File: config.mk
export PLATFORM = sky130hd
export DESIGN_NAME = reaction_sequencer
export DESIGN_NICKNAME = d
export VERILOG_FILES = /design/src/rtl/reaction_sequencer.sv
export SDC_FILE = /design/constraint.sdc
export NUM_CORES = 1
export LEC_CHECK = 0
export CAP_MARGIN = 10
export CELL_PAD_IN_SITES_DETAIL_PLACEMENT = 1
export CELL_PAD_IN_SITES_GLOBAL_PLACEMENT = 1
export CORE_ASPECT_RATIO = 0.6
export CORE_MARGIN = 2
export CORE_UTILIZATION = 29
export CTS_CLUSTER_DIAMETER = 30
export DETAILED_ROUTE_END_ITERATION = 10
export GPL_TIMING_DRIVEN = 0
export PLACE_DENSITY = 0.67
export SYNTH_ARGS = -nofsm -noshare
export SYNTH_HDL_FRONTEND = slang
export SYNTH_SLANG_ARGS = --single-unit
File: constraint.sdc
create_clock -name clk -period 3.15 [get_ports clk]
set_input_delay 0.4725 -clock clk [delete_from_list [all_inputs] [get_ports clk]]
set_output_delay 0.4725 -clock clk [all_outputs]
set_load 0.01 [all_outputs]
File: src/rtl/reaction_sequencer.sv
// Reaction-time trial sequencer: waits a clamped random delay, lights the stimulus,
// then times the button press in ms, flagging false starts and timeouts.
module reaction_sequencer #(
   parameter int TICKS_PER_MS = 100000,
   parameter int MIN_DELAY_MS = 1000,
   parameter int MAX_DELAY_MS = 5000,
   parameter int TIMEOUT_MS   = 9999,
   parameter int W            = 14
) (
   input  logic         clk,
   input  logic         reset,
   input  logic         start,
   input  logic         button,
   input  logic [W-1:0] rnd_in,
   output logic         rng_enable,
   output logic         stim_led,
   output logic [W-1:0] rt_ms,
   output logic         rt_valid,
   output logic         false_start,
   output logic         timeout,
   output logic         busy
);

   localparam int PW = (TICKS_PER_MS > 1) ? $clog2(TICKS_PER_MS) : 1;
   localparam logic [PW-1:0] PRESC_LAST = PW'(TICKS_PER_MS - 1);
   localparam logic [W-1:0]  MIN_D      = W'(MIN_DELAY_MS);
   localparam logic [W-1:0]  MAX_D      = W'(MAX_DELAY_MS);
   localparam logic [W-1:0]  TIMEOUT_V  = W'(TIMEOUT_MS);

   typedef enum logic [2:0] {IDLE, WAIT, REACT, DONE, FAULT} state_t;

   state_t        state, state_nxt;
   logic [PW-1:0] prescaler, prescaler_nxt, prescaler_adv;
   logic [W-1:0]  delay_cnt, delay_cnt_nxt;
   logic [W-1:0]  rt_cnt, rt_cnt_nxt, rt_inc;
   logic [W-1:0]  rt_ms_nxt, clamped;
   logic          stim_led_nxt, rt_valid_nxt, false_start_nxt, timeout_nxt;
   logic          rng_enable_nxt, busy_nxt, tick;

   always_ff @(posedge clk or negedge reset) begin
      if (!reset) begin
         state       <= IDLE;
         prescaler   <= '0;
         delay_cnt   <= '0;
         rt_cnt      <= '0;
         rng_enable  <= 1'b1;
         stim_led    <= 1'b0;
         rt_ms       <= '0;
         rt_valid    <= 1'b0;
         false_start <= 1'b0;
         timeout     <= 1'b0;
         busy        <= 1'b0;
      end else begin
         state       <= state_nxt;
         prescaler   <= prescaler_nxt;
         delay_cnt   <= delay_cnt_nxt;
         rt_cnt      <= rt_cnt_nxt;
         rng_enable  <= rng_enable_nxt;
         stim_led    <= stim_led_nxt;
         rt_ms       <= rt_ms_nxt;
         rt_valid    <= rt_valid_nxt;
         false_start <= false_start_nxt;
         timeout     <= timeout_nxt;
         busy        <= busy_nxt;
      end
   end

   always_comb begin
      if (rnd_in < MIN_D) begin
         clamped = MIN_D;
      end else if (rnd_in > MAX_D) begin
         clamped = MAX_D;
      end else begin
         clamped = rnd_in;
      end
   end

   // Button checks come before tick handling so a press always takes priority.
   always_comb begin
      state_nxt       = state;
      prescaler_nxt   = prescaler;
      delay_cnt_nxt   = delay_cnt;
      rt_cnt_nxt      = rt_cnt;
      stim_led_nxt    = stim_led;
      rt_ms_nxt       = rt_ms;
      rt_valid_nxt    = 1'b0;
      false_start_nxt = false_start;
      timeout_nxt     = timeout;
      tick            = (prescaler == PRESC_LAST);
      prescaler_adv   = tick ? '0 : prescaler + 1'b1;
      rt_inc          = rt_cnt + 1'b1;

      case (state)
         IDLE, DONE, FAULT: begin
            if (start) begin
               state_nxt       = WAIT;
               delay_cnt_nxt   = clamped;
               prescaler_nxt   = '0;
               false_start_nxt = 1'b0;
               timeout_nxt     = 1'b0;
            end
         end
         WAIT: begin
            prescaler_nxt = prescaler_adv;
            if (button) begin
               state_nxt       = FAULT;
               false_start_nxt = 1'b1;
               prescaler_nxt   = '0;
            end else if (tick) begin
               if (delay_cnt == 1) begin
                  state_nxt     = REACT;
                  stim_led_nxt  = 1'b1;
                  rt_cnt_nxt    = '0;
                  prescaler_nxt = '0;
               end else begin
                  delay_cnt_nxt = delay_cnt - 1'b1;
               end
            end
         end
         REACT: begin
            prescaler_nxt = prescaler_adv;
            if (button) begin
               state_nxt     = DONE;
               stim_led_nxt  = 1'b0;
               rt_ms_nxt     = tick ? rt_inc : rt_cnt;
               rt_valid_nxt  = 1'b1;
               prescaler_nxt = '0;
            end else if (tick) begin
               if (rt_inc == TIMEOUT_V) begin
                  state_nxt     = DONE;
                  timeout_nxt   = 1'b1;
                  rt_ms_nxt     = TIMEOUT_V;
                  rt_valid_nxt  = 1'b1;
                  stim_led_nxt  = 1'b0;
                  prescaler_nxt = '0;
               end else begin
                  rt_cnt_nxt = rt_inc;
               end
            end
         end
         default: begin
            state_nxt = IDLE;
         end
      endcase

      busy_nxt       = (state_nxt == WAIT) || (state_nxt == REACT);
      rng_enable_nxt = !busy_nxt;
   end

endmodule

Word-level counts from Yosys, hierarchy flattened:

Index checks and enable logic that the tools add are counted.

* input bits: 18
* register bits after elaboration: 68
* word-level logic and storage cells: 107

* mux-type cells: 53
* reduce and logical (&&, ||, !) cells: 17
* $add $sub $neg: 3
* equality and inequality tests: 21
* magnitude comparators: 2

Operators by type and width (count)
* $mux 14: 16
* $mux 17: 8
* $pmux 14 s2: 2
* $pmux 17 s3: 1
* $mux 3: 7
* $ne 2x2->1 const B: 10
* $add 17x1->17 const B: 1
* $eq 17x17->1 const B: 1
* $mux 1: 15
* $add 14x1->14 const B: 1
* $eq 14x1->1 const B: 1
* $eq 14x14->1 const B: 1
* $gt 14x13->1 const B: 1
* $lt 14x10->1 const B: 1
* $sub 14x1->14 const B: 1
* $reduce_and 5->1: 2
* $reduce_bool 2->1: 5
* $eq 3x2->1 const B: 3
* $pmux 3 s3: 1
* $reduce_and 7->1: 1
* $eq 3x1->1 const B: 2
* $ne 3x3->1 const B: 2
* $pmux 1 s2: 3
* $reduce_and 3->1: 2
* 8 further kinds: 8

Longest topological paths before layout:

Gate-level depths: netlist of run 1.

* depth after elaboration: 9
* depth in mapped cells: 10
* mapped depth without buffers: 8

Worst setup path after synthesis of run 1:

OpenSTA, ideal clock, no wires.

* path type: flip-flop to flip-flop
* start: register rt_cnt[1]
* end: register rt_ms[10]
* setup time: 0.082 ns
* arrival time: 2.185 ns
* path buffers: 3
* clock period less this slack: 2.267 ns
* setup slack: 0.883 ns
* cell stages (with the launch flop): 11
* required time: 3.068 ns
* cell sequence: dfrtp_1 ha_1 and3_4 buf_6 nand3_2 o22ai_1 o21ai_1 buf_6 or4_4 buf_6 a22oi_2

* cells in the longest elaborated chain, start to end: 4
* elaborated cells between the ends (all ways): 6

RTL lines
* start: declaration: line 35 `logic [W-1:0] rt_cnt, rt_cnt_nxt, rt_inc;`
* start signal: assignment: line 57 `rt_cnt <= rt_cnt_nxt;`
* $add 14x1->14 *: line 91 `rt_inc = rt_cnt + 1'b1;`
* $eq 14x14->1: line 129 `if (rt_inc == TIMEOUT_V) begin`
* $reduce_bool 2->1 (no line)
* $reduce_and 3->1 (no line)
* end signal: assignment: line 60 `rt_ms <= rt_ms_nxt;`
* end: declaration: line 17 `output logic [W-1:0] rt_ms,`

Mark *: on every way between the ends. The rest lies on a longest branch, timed or not.
A chain may end at the register's enable or synchronous reset.

Final worst setup path of run 1:

* start: register rt_cnt[1]
* end: register rt_cnt[8]

* cells in the longest elaborated chain, start to end: 5
* elaborated cells between the ends (all ways): 8

RTL lines (line)
* $add 14x1->14 *: 91
* parallel branches: the longest is 4 deep, another holds $eq 14x14->1

Mark *: on every way between the ends. The select of a mux whose other input is x is not followed.

==> summary.txt, run 1 <==
Floorplanning
  – Die span in y: 97.3 um
  – Row cnt: 34
  – Die area: 15500 um2
  – Io pins: 38
  – Core Area: 14300 um2
  – Initial Utilization: 0.293
  – Die X: 159 um

Critical path
  – CP delay by family, top: compound AO/OA/AOI/OAI gates
  – Cell Chain, Critical Path: ha_1 > nand3_1 > o31ai_1 > o22ai_1 > o21ai_1 > o31a_1 > clkbuf_1 > o21ai_0
  – Worst Setup SP: rt_cnt[1]
  – Worst R2R Start: rt_cnt[1]
  – Worst-path maximum fanout: 10
  – CP peak stage delay: 0.47 ns
  – Max stage delay cell, worst path: clkbuf_1
  – Startpoint Class: register
  – Critical path type: register to register
  – Worst EP required: 3.33 ns
  – Crit path buf inv count: 1
  – WP data arrival: 2.96 ns
  – Worst Setup End Kind: register

Timing
  – Relative slew slack: 0.386
  – Max Freq: 0.360 GHz
  – # setup viols final: 0
  – Sum Neg Setup Slack: 0 ns
  – Skew final: 0.0109 ns
  – Final Cycle Share: 0.881
  – RSZ-0062 raised after global routing: false
  – Final Hold Vio Count: 0
  – Pins Over Slew Limit: 0
  – Tmin final: 2.78 ns
  – Worst-Margin Slew: 0.915 ns

Detailed routing
  – DR vias: 3898
  – Drt via density: 5.30
  – Final ANT Viol Nets: 0
  – DRC Markers: 0
  – Drt pass-1 iters: 4
  – Number of DRC markers in iteration 0: 286
  – Overall routed net length: 13300 um
  – DR WL/cell: 18.1 um

Finish
  – Reg area: 1700 um2
  – Non-filler instance count after layout: 736
  – Area delta synth->final: 22.4%
  – Area of the multi-input gates: 2270 um2
  – Layout cells sized above 1: 0.110
  – Diode count: 0
  – Fill cells: 1694
  – Nets: 556

Power
  – Power Internal: 1.80 mW
  – Seq pwr share: 0.415
  – Logic gate share of total power: 0.203
  – Max IR drop VDD: 0.000205 V
  – Lkg Pwr: 2.19 nW
  – Clock network power share: 0.382
  – Power Density: 505 nW/um2
  – Switch Pwr: 804 uW
  – Sw Ratio: 0.309

Synth
  – Post-synthesis sequential element count: 68
  – Syn Nets: 506
  – EDFF count, synth: 0
  – Netlist Area Pre-Place: 4200 um2
  – Synth Instances: 483
  – Distinct cells, synth: 69
  – Syn_area_per_cell: 8.70 um2
  – Synth Flop Type: dfrtp_1
  – Yosys Warn Count: 0
  – Post-synthesis async set-or-reset flop share: 1.00
  – Sequential element share of the synthesized area: 0.405

Clock tree
  – Worst skew pair latency: 0.34 ns
  – Clock slew at reported path FFs: 0.06 ns
  – CTS Root Cell: clkbuf_16
  – Postcts setup bufs: 0
  – CTS tree: done
  – Clock Tree Buf Depth: 2
  – H-tree Lvls: 3
  – # clock sinks: 68
  – TritonCTS Buffers: 9

Global route
  – Initial antenna violation count: 0
  – Largest net degree at the start of global routing: 67
  – First-pass GRT wire length: 22300 um
  – Total GRT Usage: 0.182
  – Vias in the first global route: 4111
  – Grt total ovfl: 0

Placed design
  – GP Congestion: 0.815
  – Placed insts: 719
  – Dpl hpwl: 10000 um
  – PortBufs: 37

Run
  – # Max-Cap Violations: 0

Outcome
  – Outcome: finished, final reports clean

Min path
  – Worst Hold Class: input pin to async pin
==> path summary, 6_finish.rpt <==
| path | endpoint | slack [ns] | depth (start not counted) |
|---|---|---|---|
| setup / recovery | rt_cnt[8] | 0.37 | 8 |
| hold / removal | delay_cnt[10] | 0.47 | 2 |
| setup reg to reg | rt_cnt[8] | 0.37 | 8 |
| hold reg to reg | prescaler[4] | 0.52 | 1 |
| max in group asynchronous | rt_ms[13] | 2.14 | 3 |
| min in group clk | prescaler[4] | 0.52 | 1 |
==> flip-flops by register name, indices dropped and copies added (netlist names) <==
| signal | cells |
|---|---|
| prescaler | 17 |
| delay_cnt | 14 |
| rt_cnt | 14 |
| rt_ms | 14 |
| state | 3 |
| busy | 1 |
| false_start | 1 |
| rng_enable | 1 |
| rt_valid | 1 |
| stim_led | 1 |
| timeout | 1 |
==> repair_timing <==
action / 4_1_cts / 5_1_grt
hold buffers: 1 / 0
resized for setup: 0 / 1
setup endpoints to repair: 0 / 4
endpoints found under the hold margin: 2 / 0
==> power groups by stage <==
| stage | Clock (mW) | Sequential [mW] | Combinational, mW |
|---|---|---|---|
| 4_1_cts | 1.02 | 1.08 | 0.531 |
| 3_3_place_gp | 0 | 1.09 | 0.505 |
| 3_5_place_dp | 0 | 1.09 | 0.528 |
| 6_report | 0.993 | 1.08 | 0.529 |
| 5_1_grt | 1.07 | 1.10 | 0.601 |
| 2_1_floorplan | 0 | 1.07 | 0.303 |
==> metrics by stage <==
stage / hold slack (ns) / area, um2 / setup WS [ns] / util / power, mW
after floorplan: 0.177 / 4200 / 0.883 / - / 1.38
after global placement: 0.493 / 4820 / -0.911 / 0.336 / 1.59
after detailed placement: 0.279 / 4850 / 0.293 / 0.338 / 1.62
after CTS: 0.460 / 5140 / 0.237 / 0.359 / 2.63
after global routing: 0.473 / 5150 / 0.0825 / 0.359 / 2.77
final: 0.468 / 5150 / 0.374 / 0.359 / 2.60
==> Yosys cell counts (7+ instances only) <==
cell type	instances	area share
o21ai_0	38	0.045
nand3_1	18	0.021
nor2_1	59	0.053
or3_1	8	0.012
a21oi_1	26	0.031
o22ai_1	9	0.013
clkbuf_1	10	0.0089
inv_1	20	0.018
nand2_1	47	0.042
nand4_1	10	0.015
nor3_1	18	0.021
dfrtp_1	67	0.40
and2_1	7	0.010
xnor2_1	14	0.029
==> cells by family after synthesis <==
group	synth area share
flip-flops	0.405
AND/OR/NAND/NOR	0.269
AO/OA/AOI/OAI	0.210
multiplexers	0.00476
buffers and inverters	0.0548
adder cells (fa/ha/maj)	0.0149
XOR/XNOR	0.0417
==> routing by layer <==
layer  vias up  track usage  wire, um
met5         -            0         0
met4         0       0.0357        31
met3         2       0.0504       685
met2        55        0.257      5610
met1      1980        0.276      7000
li1       1861            -         -
==> cell type report <==
type	instances	area share
Multi-Input combinational cell	369	0.442
Inverter	21	0.0153
Timing Repair Buffer	39	0.0788
Sequential cell	68	0.331
Tap cell	198	0.0481
Clock buffer	11	0.0452
Buffer	25	0.0294
Clock inverter	5	0.0102
==> layout by cell type, fill, tap and decap left out, types with 5 or more instances in the layout <==
master and count:
xnor2_1 14, and2_1 7, nand4_1 10, buf_2 6, and3_1 6, xor2_1 6, nand2_1 47, a211oi_1 5
o22ai_1 9, dfrtp_1 67, inv_1 20, a21oi_1 26, buf_6 5, clkbuf_16 9, o221ai_1 6, o21ai_0 38
a22oi_2 6, ha_1 5, or3_1 8, clkbuf_1 12, clkdlybuf4s50_1 36, nand3_1 18, and4_1 6, o31ai_1 5
nor2_1 59, nor3_1 17
==> worst register-to-register path, delay by kind of cell, from the launching register on <==
family          cells  cell delay [ns]
compound gates      5             1.13
buf+inv             1             0.47
flops               1             0.46
fa+ha+maj           1             0.29
simple gates        1             0.28
(Power assumes the default switching activity.)
==> run 2: changes to the inputs <==
--- a/config.mk
+++ b/config.mk
@@ -11,6 +11,7 @@
 export CORE_ASPECT_RATIO = 0.6
 export CORE_MARGIN = 2
 export CORE_UTILIZATION = 29
+export CTS_BUF_LIST = sky130_fd_sc_hd__clkbuf_16
 export CTS_CLUSTER_DIAMETER = 30
 export DETAILED_ROUTE_END_ITERATION = 10
 export GPL_TIMING_DRIVEN = 0
==> run 2 against run 1 <==
Compared with the run above:
- total power down 0.25%
- first-iteration DRC count stayed put
- combinational power barely moved
- largest power group unchanged
- die area is the same
- via count up 0.36%
==> summary.txt, run 2 (synthesized netlist as in run 1, its figures left out) <==
Clock tree
  – # clock sinks: 68 (unchanged)
  – CTS tree: done
  – H-tree Lvls: 3 (unchanged)
  – Clock slew at reported path FFs: 0.06 ns (about the same)
  – Worst skew pair latency: 0.34 ns (about the same)
  – Clock Tree Buf Depth: 2 (unchanged)
  – CTS Root Cell: clkbuf_16
  – TritonCTS Buffers: 9 (unchanged)

Global route
  – Grt total ovfl: 0 (unchanged)
  – Vias in the first global route: 4111 (unchanged)
  – Largest net degree at the start of global routing: 67 (unchanged)
  – Total GRT Usage: 0.182 (unchanged)
  – Initial antenna violation count: 0 (unchanged)
  – First-pass GRT wire length: 22300 um (unchanged)

Floorplanning
  – Row cnt: 34 (unchanged)
  – Initial Utilization: 0.293 (unchanged)
  – Core Area: 14300 um2 (unchanged)
  – Die span in y: 97.3 um (unchanged)
  – Die X: 159 um (unchanged)
  – Io pins: 38 (unchanged)
  – Die area: 15500 um2 (unchanged)

Timing
  – Final Cycle Share: 0.883 (+0.00168)
  – Relative slew slack: 0.390 (+0.00442)
  – Worst-Margin Slew: 0.908 ns (-0.00658 ns)
  – Max Freq: 0.360 GHz (-0.19%)
  – Hold WS: 0.472 ns (+0.00309 ns)
  – Final Hold Vio Count: 0 (unchanged)
  – # setup viols final: 0 (unchanged)
  – Tmin final: 2.78 ns (+0.00529 ns)
  – RSZ-0062 raised after global routing: false
  – Skew final: 0.00711 ns (-0.00374 ns)
  – Final WS setup: 0.369 ns (-0.00529 ns)
  – Pins Over Slew Limit: 0 (unchanged)

Finish
  – Top reg by flops: prescaler
  – Number of flip-flops under the largest register name: 17 (unchanged)
  – Diode count: 0 (unchanged)
  – Area delta synth->final: 22.4% (unchanged)
  – Fill cells: 1694 (unchanged)
  – Commonest non-fill, non-tap cell in the layout: dfrtp_1
  – Nets: 556 (unchanged)
  – Layout cells sized above 1: 0.110 (unchanged)
  – Most frequent cells in the layout: dfrtp_1 (67), nor2_1 (59), nand2_1 (47)

Outcome
  – Outcome: finished, final reports clean

Power
  – Max IR drop VDD: 0.000205 V (about the same)
  – Sw Ratio: 0.310 (+0.000784)
  – Switch Pwr: 804 uW (about the same)
  – Seq pwr share: 0.416 (about the same)
  – Power Internal: 1.79 mW (-0.37%)
  – Clock network power share: 0.380 (-0.002)
  – Lkg Pwr: 2.19 nW (+0.38%)
  – Logic gate share of total power: 0.204 (about the same)
  – Power Density: 504 nW/um2 (-0.25%)

Placed design
  – Dpl hpwl: 10000 um (unchanged)
  – GP Congestion: 0.815 (unchanged)
  – PortBufs: 37 (unchanged)
  – Post-Place Setup Slack: 0.293 ns (unchanged)

Critical path
  – Worst EP required: 3.33 ns (about the same)
  – Cell Chain, Critical Path: inv_1 > ha_1 > nor3b_1 > nand4_1 > a21oi_1 > and2_1 > o31a_1 > clkbuf_1 > o21ai_0
  – Max stage delay cell, worst path: clkbuf_1
  – Crit path buf inv count: 2 (+1)
  – Critical path type: register to register
  – CP peak stage delay: 0.47 ns (about the same)
  – Worst-path maximum fanout: 10 (unchanged)
  – CP delay by family, top: simple AND/OR/NAND/NOR gates
  – Startpoint Class: register
  – WP data arrival: 2.96 ns (about the same)
  – Worst Setup End Kind: register

Run
  – # Max-Cap Violations: 0 (unchanged)

Min path
  – Worst Hold Class: input pin to async pin

Detailed routing
  – DRC Markers: 0 (unchanged)
  – DR vias: 3912 (+0.36%)
  – DR WL/cell: 18.1 um (-0.17%)
  – Drt via density: 5.32 (+0.36%)
  – Drt pass-1 iters: 4 (unchanged)
  – Number of DRC markers in iteration 0: 286 (unchanged)
  – Final ANT Viol Nets: 0 (unchanged)
  – Overall routed net length: 13300 um (-0.17%)
[run 2: repair_timing]
action,4_1_cts,5_1_grt
hold buffers,1,0
gates resized for setup,0,1
setup buffers,0,0
setup endpoints to repair,0,4
hold endpoints to repair,2,0
[run 2: area by class of cell]
cell class,instances,area (um2),area share
flip-flops and latches,68,1700,0.331
repair buffers,39,405,0.0788
plain buffers,25,151,0.0294
clock buffers,9,225,0.0438
clock inverters,7,60.1,0.0117
inverters,21,78.8,0.0153
well taps,198,248,0.0481
multi-input cells,369,2270,0.442
[run 2: metal layers]
layer  GRT usage  part of all wire  vias to the layer above
met5           0                 0                        -
met4      0.0357            0.0059                        0
met3      0.0504             0.052                        7
met2       0.257              0.42                       63
met1       0.276              0.52                     1985
li1            -                 -                     1857
[run 2: worst paths after layout]
check	startpoint	end	slack [ns]	cells past startpoint
max	delay_cnt[1]	rt_cnt[8]	0.37	9
min	reset	delay_cnt[10]	0.47	2
max reg2reg	delay_cnt[1]	rt_cnt[8]	0.37	9
min reg2reg	false_start	false_start	0.52	2
max in group asynchronous	reset	rt_ms[13]	2.14	3
min in group clk	false_start	false_start	0.52	2
[run 2: power by group through the flow]
stage	Clock [mW]	Sequential, mW	Combinational (mW)
floorplan	0	1.07	0.303
global placement	0	1.09	0.505
global route	1.06	1.10	0.601
detailed placement	0	1.09	0.528
finish	0.986	1.08	0.529
CTS	1.02	1.08	0.531
[run 2: per-stage QoR]
step                      power (mW)  TNS, ns  cell area [um2]   util  cells
after floorplan                 1.38        0             4200      -    483
after global placement          1.59   -60.46             4820  0.336    718
after detailed placement        1.62        0             4850  0.338    719
after CTS                       2.63        0             5140  0.359    736
after global routing            2.76        0             5150  0.359    736
final                           2.59        0             5150  0.359    736
==> run 3: changes to the inputs <==
--- a/config.mk
+++ b/config.mk
@@ -5,6 +5,7 @@
 export SDC_FILE = /design/constraint.sdc
 export NUM_CORES = 1
 export LEC_CHECK = 0
+export ABC_AREA = 1
 export CAP_MARGIN = 10
 export CELL_PAD_IN_SITES_DETAIL_PLACEMENT = 1
 export CELL_PAD_IN_SITES_GLOBAL_PLACEMENT = 1
@@ -15,7 +16,7 @@
 export CTS_CLUSTER_DIAMETER = 30
 export DETAILED_ROUTE_END_ITERATION = 10
 export GPL_TIMING_DRIVEN = 0
-export PLACE_DENSITY = 0.67
+export PLACE_DENSITY = 0.69
 export SYNTH_ARGS = -nofsm -noshare
 export SYNTH_HDL_FRONTEND = slang
 export SYNTH_SLANG_ARGS = --single-unit
==> run 3 against run 2 <==
Compared with the run above:
- sequential cell count did not move
- utilization rose by 0.42 points
- first-iteration DRC count fell by 4.9%
==> summary.txt, run 3 <==
Synth
  – Sequential element share of the synthesized area: 0.404 (-0.00108)
  – Distinct cells, synth: 40 (-42%)
  – Top cell type by total area after synthesis: dfrtp_1
  – Netlist Area Pre-Place: 4210 um2 (+0.27%)
  – Yosys Warn Count: 0 (unchanged)
  – Count leader, synth: nand2_1
  – Post-synthesis sequential element count: 68 (unchanged)
  – Syn_area_per_cell: 7.12 um2 (-18%)
  – Top cells by area, synth: dfrtp_1 (40%), nand2_1 (15%), nand3_1 (6.8%)
  – Synth Flop Type: dfrtp_1
  – Syn Nets: 615 (+22%)
  – Post-synthesis async set-or-reset flop share: 1.00 (unchanged)
  – Synth Instances: 592 (+23%)
  – Share of the synthesized area in the top cell type: 0.398 (-0.00107)
  – EDFF count, synth: 0 (unchanged)
  – Top cells by count, synth: nand2_1 (165), dfrtp_1 (67), inv_1 (66)

Global route
  – Total GRT Usage: 0.184 (+0.00134)
  – Vias in the first global route: 4305 (+4.7%)
  – Largest net degree at the start of global routing: 44 (-34%)
  – Grt total ovfl: 0 (unchanged)
  – First-pass GRT wire length: 22600 um (+1.6%)
  – Initial antenna violation count: 0 (unchanged)

Clock tree
  – CTS tree: done
  – # resized after CTS: 0 (unchanged)
  – Worst skew pair latency: 0.34 ns (about the same)
  – H-tree Lvls: 3 (unchanged)
  – TritonCTS Buffers: 9 (unchanged)
  – CTS Root Cell: clkbuf_16
  – # clock sinks: 68 (unchanged)
  – Clock Tree Buf Depth: 2 (unchanged)
  – Postcts setup bufs: 0 (unchanged)
  – Hold Buf Count CTS: 0 (-1)
  – Clock slew at reported path FFs: 0.06 ns (about the same)

Outcome
  – Outcome: finished, final reports clean

Critical path
  – R2R setup slack: 0.66 ns (+0.30 ns)
  – Startpoint Class: register
  – Worst EP required: 3.35 ns (+0.02 ns)
  – Worst setup path endpoint: rt_ms[9]
  – Reg-to-Reg End: rt_ms[9]
  – Worst R2R Start: prescaler[8]
  – Worst Setup SP: prescaler[8]
  – WP data arrival: 2.69 ns (-0.27 ns)
  – Worst-path maximum fanout: 10 (unchanged)
  – Critical path type: register to register
  – Worst Setup End Kind: register
  – R2R cell count: 9 (unchanged)

Finish
  – Fill cells: 1793 (+5.8%)
  – Top reg by flops: prescaler
  – Layout cells sized above 1: 0.0867 (-0.0230)
  – Commonest non-fill, non-tap cell in the layout: nand2_1
  – Number of flip-flops under the largest register name: 17 (unchanged)
  – Most frequent cells in the layout: nand2_1 (165), dfrtp_1 (67), inv_1 (66)
  – Reg area: 1700 um2 (unchanged)
  – Nets: 664 (+19%)
  – Diode count: 0 (unchanged)
  – Post-route cell area: 5210 um2 (+1.2%)
  – Area of the multi-input gates: 2160 um2 (-5.0%)
  – Area delta synth->final: 23.5%

Placed design
  – Dpl hpwl: 10300 um (+2.9%)
  – Post-Place Setup Slack: 0.697 ns (+0.405 ns)
  – Placed cell area: 4860 um2 (+0.23%)
  – PortBufs: 37 (unchanged)
  – GP Congestion: 0.852 (+4.6%)

Detailed routing
  – Overall routed net length: 13400 um (+0.95%)
  – Metal3 WL: 596 um (-14%)
  – Final ANT Viol Nets: 0 (unchanged)
  – DR WL/cell: 15.9 um (-12%)
  – Met1 WL: 7480 um (+7.9%)
  – Drt pass-1 iters: 4 (unchanged)
  – Met2 WL post-DR: 5220 um (-6.8%)
  – Top Metal Used: met4
  – Number of DRC markers in iteration 0: 272 (-4.9%)
  – DRC Markers: 0 (unchanged)
  – Drt via density: 4.84 (-9.0%)
  – DR vias: 4083 (+4.4%)

Floorplanning
  – Row cnt: 34 (unchanged)
  – Initial Utilization: 0.294 (+0.000785)
  – Core Area: 14300 um2 (unchanged)
  – Die span in y: 97.4 um (+0.13%)
  – Io pins: 38 (unchanged)
  – Die X: 160 um (+0.13%)
  – Die area: 15500 um2 (+0.26%)

Timing
  – Skew final: 0.00567 ns (-0.00144 ns)
  – Worst-Margin Slew: 0.647 ns (-0.261 ns)
  – Relative slew slack: 0.565 (+0.175)
  – Pins Over Slew Limit: 0 (unchanged)
  – Sum Neg Setup Slack: 0 ns (unchanged)
  – # setup viols final: 0 (unchanged)
  – Max Freq: 0.402 GHz (+12%)
  – RSZ-0062 raised after global routing: false
  – Final WS setup: 0.664 ns (+0.296 ns)
  – Final Hold Vio Count: 0 (unchanged)
  – Final Cycle Share: 0.789 (-0.0939)
  – Tmin final: 2.49 ns (-0.296 ns)

Power
  – Lkg Pwr: 2.30 nW (+4.8%)
  – Post-layout power: 3.14 mW (+21%)
  – Power Density: 604 nW/um2 (+20%)
  – Max IR drop VDD: 0.000235 V (+15%)

Min path
  – Worst Hold Class: input pin to async pin

Run
  – # Max-Cap Violations: 0 (unchanged)
==> run 3: changes by cell type in the layout (fill, tap and decap cells not counted), moves of 6 or more <==
cell / change
nand2_1: +118
inv_1: +44
nand3_1: +39
xnor2_1: -14
nand4_1: +8
o22ai_1: -8
or3_1: -8
and2_1: -7
nor2_4: +7
nor3_1: -7
a22oi_2: -6
and3_1: -6
and4_1: -6
o221ai_1: -6
==> run 3: layout make-up <==
cell class,instances,area share
clock inverter,7,0.0238
timing repair buffer,38,0.0759
tap,198,0.0476
multi-input combinational,438,0.415
inverter,71,0.0512
buffer,15,0.0161
sequential,68,0.327
clock buffer,9,0.0433
==> run 3: where the power goes <==
| group | switching [mW] | internal, mW | total, mW | leakage, nW |
|---|---|---|---|---|
| combinational | 0.547 | 0.290 | 0.837 | 1.26 |
| sequential | 0.100 | 0.998 | 1.10 | 0.875 |
| clock | 0.430 | 0.779 | 1.21 | 0.166 |
==> run 3: cells by family (layout without fill, tap and decap cells) <==
logic type	after synthesis	count (layout)	synth area share
AOI/OAI and AO/OA	85	85	0.111
xor gates and xnor gates	8	8	0.0166
adders and majority gates	5	5	0.0148
buffers and inverters	86	140	0.0831
DFF	68	68	0.404
and+or+nand+nor	340	340	0.370
==> run 3: per-layer routing <==
layer  track usage  vias to the layer above
li1              -                     2035
met4        0.0469                        0
met1         0.288                     1954
met5             0                        -
met3        0.0346                       11
met2         0.253                       83
==> run 3: per-stage QoR <==
| step | util | cells | hold slack [ns] |
|---|---|---|---|
| final | 0.363 | 844 | 0.0559 |
| after floorplan | - | 592 | 0.177 |
| after global routing | 0.363 | 844 | 0.0854 |
| after global placement | 0.337 | 827 | 0.495 |
| after CTS | 0.363 | 844 | 0.0659 |
| after detailed placement | 0.339 | 828 | 0.429 |
==> run 3: critical path, cell delays in order, from the launching register on <==
cell and delay [ns]:
dfrtp_1 0.39, inv_1 0.11, nand4_1 0.15, nor2_1 0.16, nand2_1 0.10, inv_1 0.26, clkbuf_1 0.46, o21ai_0 0.13
o21ai_0 0.50, nand2_1 0.09
==> run 3: worst min path at each step <==
stage | slack, ns | endpoint | cells past startpoint
2_1_floorplan | 0.18 | busy | 0
3_3_place_gp | 0.49 | rt_ms[3] | 2
3_5_place_dp | 0.43 | delay_cnt[1] | 1
4_1_cts | 0.07 | delay_cnt[1] | 1
5_1_grt | 0.09 | delay_cnt[1] | 1
6_report | 0.06 | delay_cnt[1] | 1
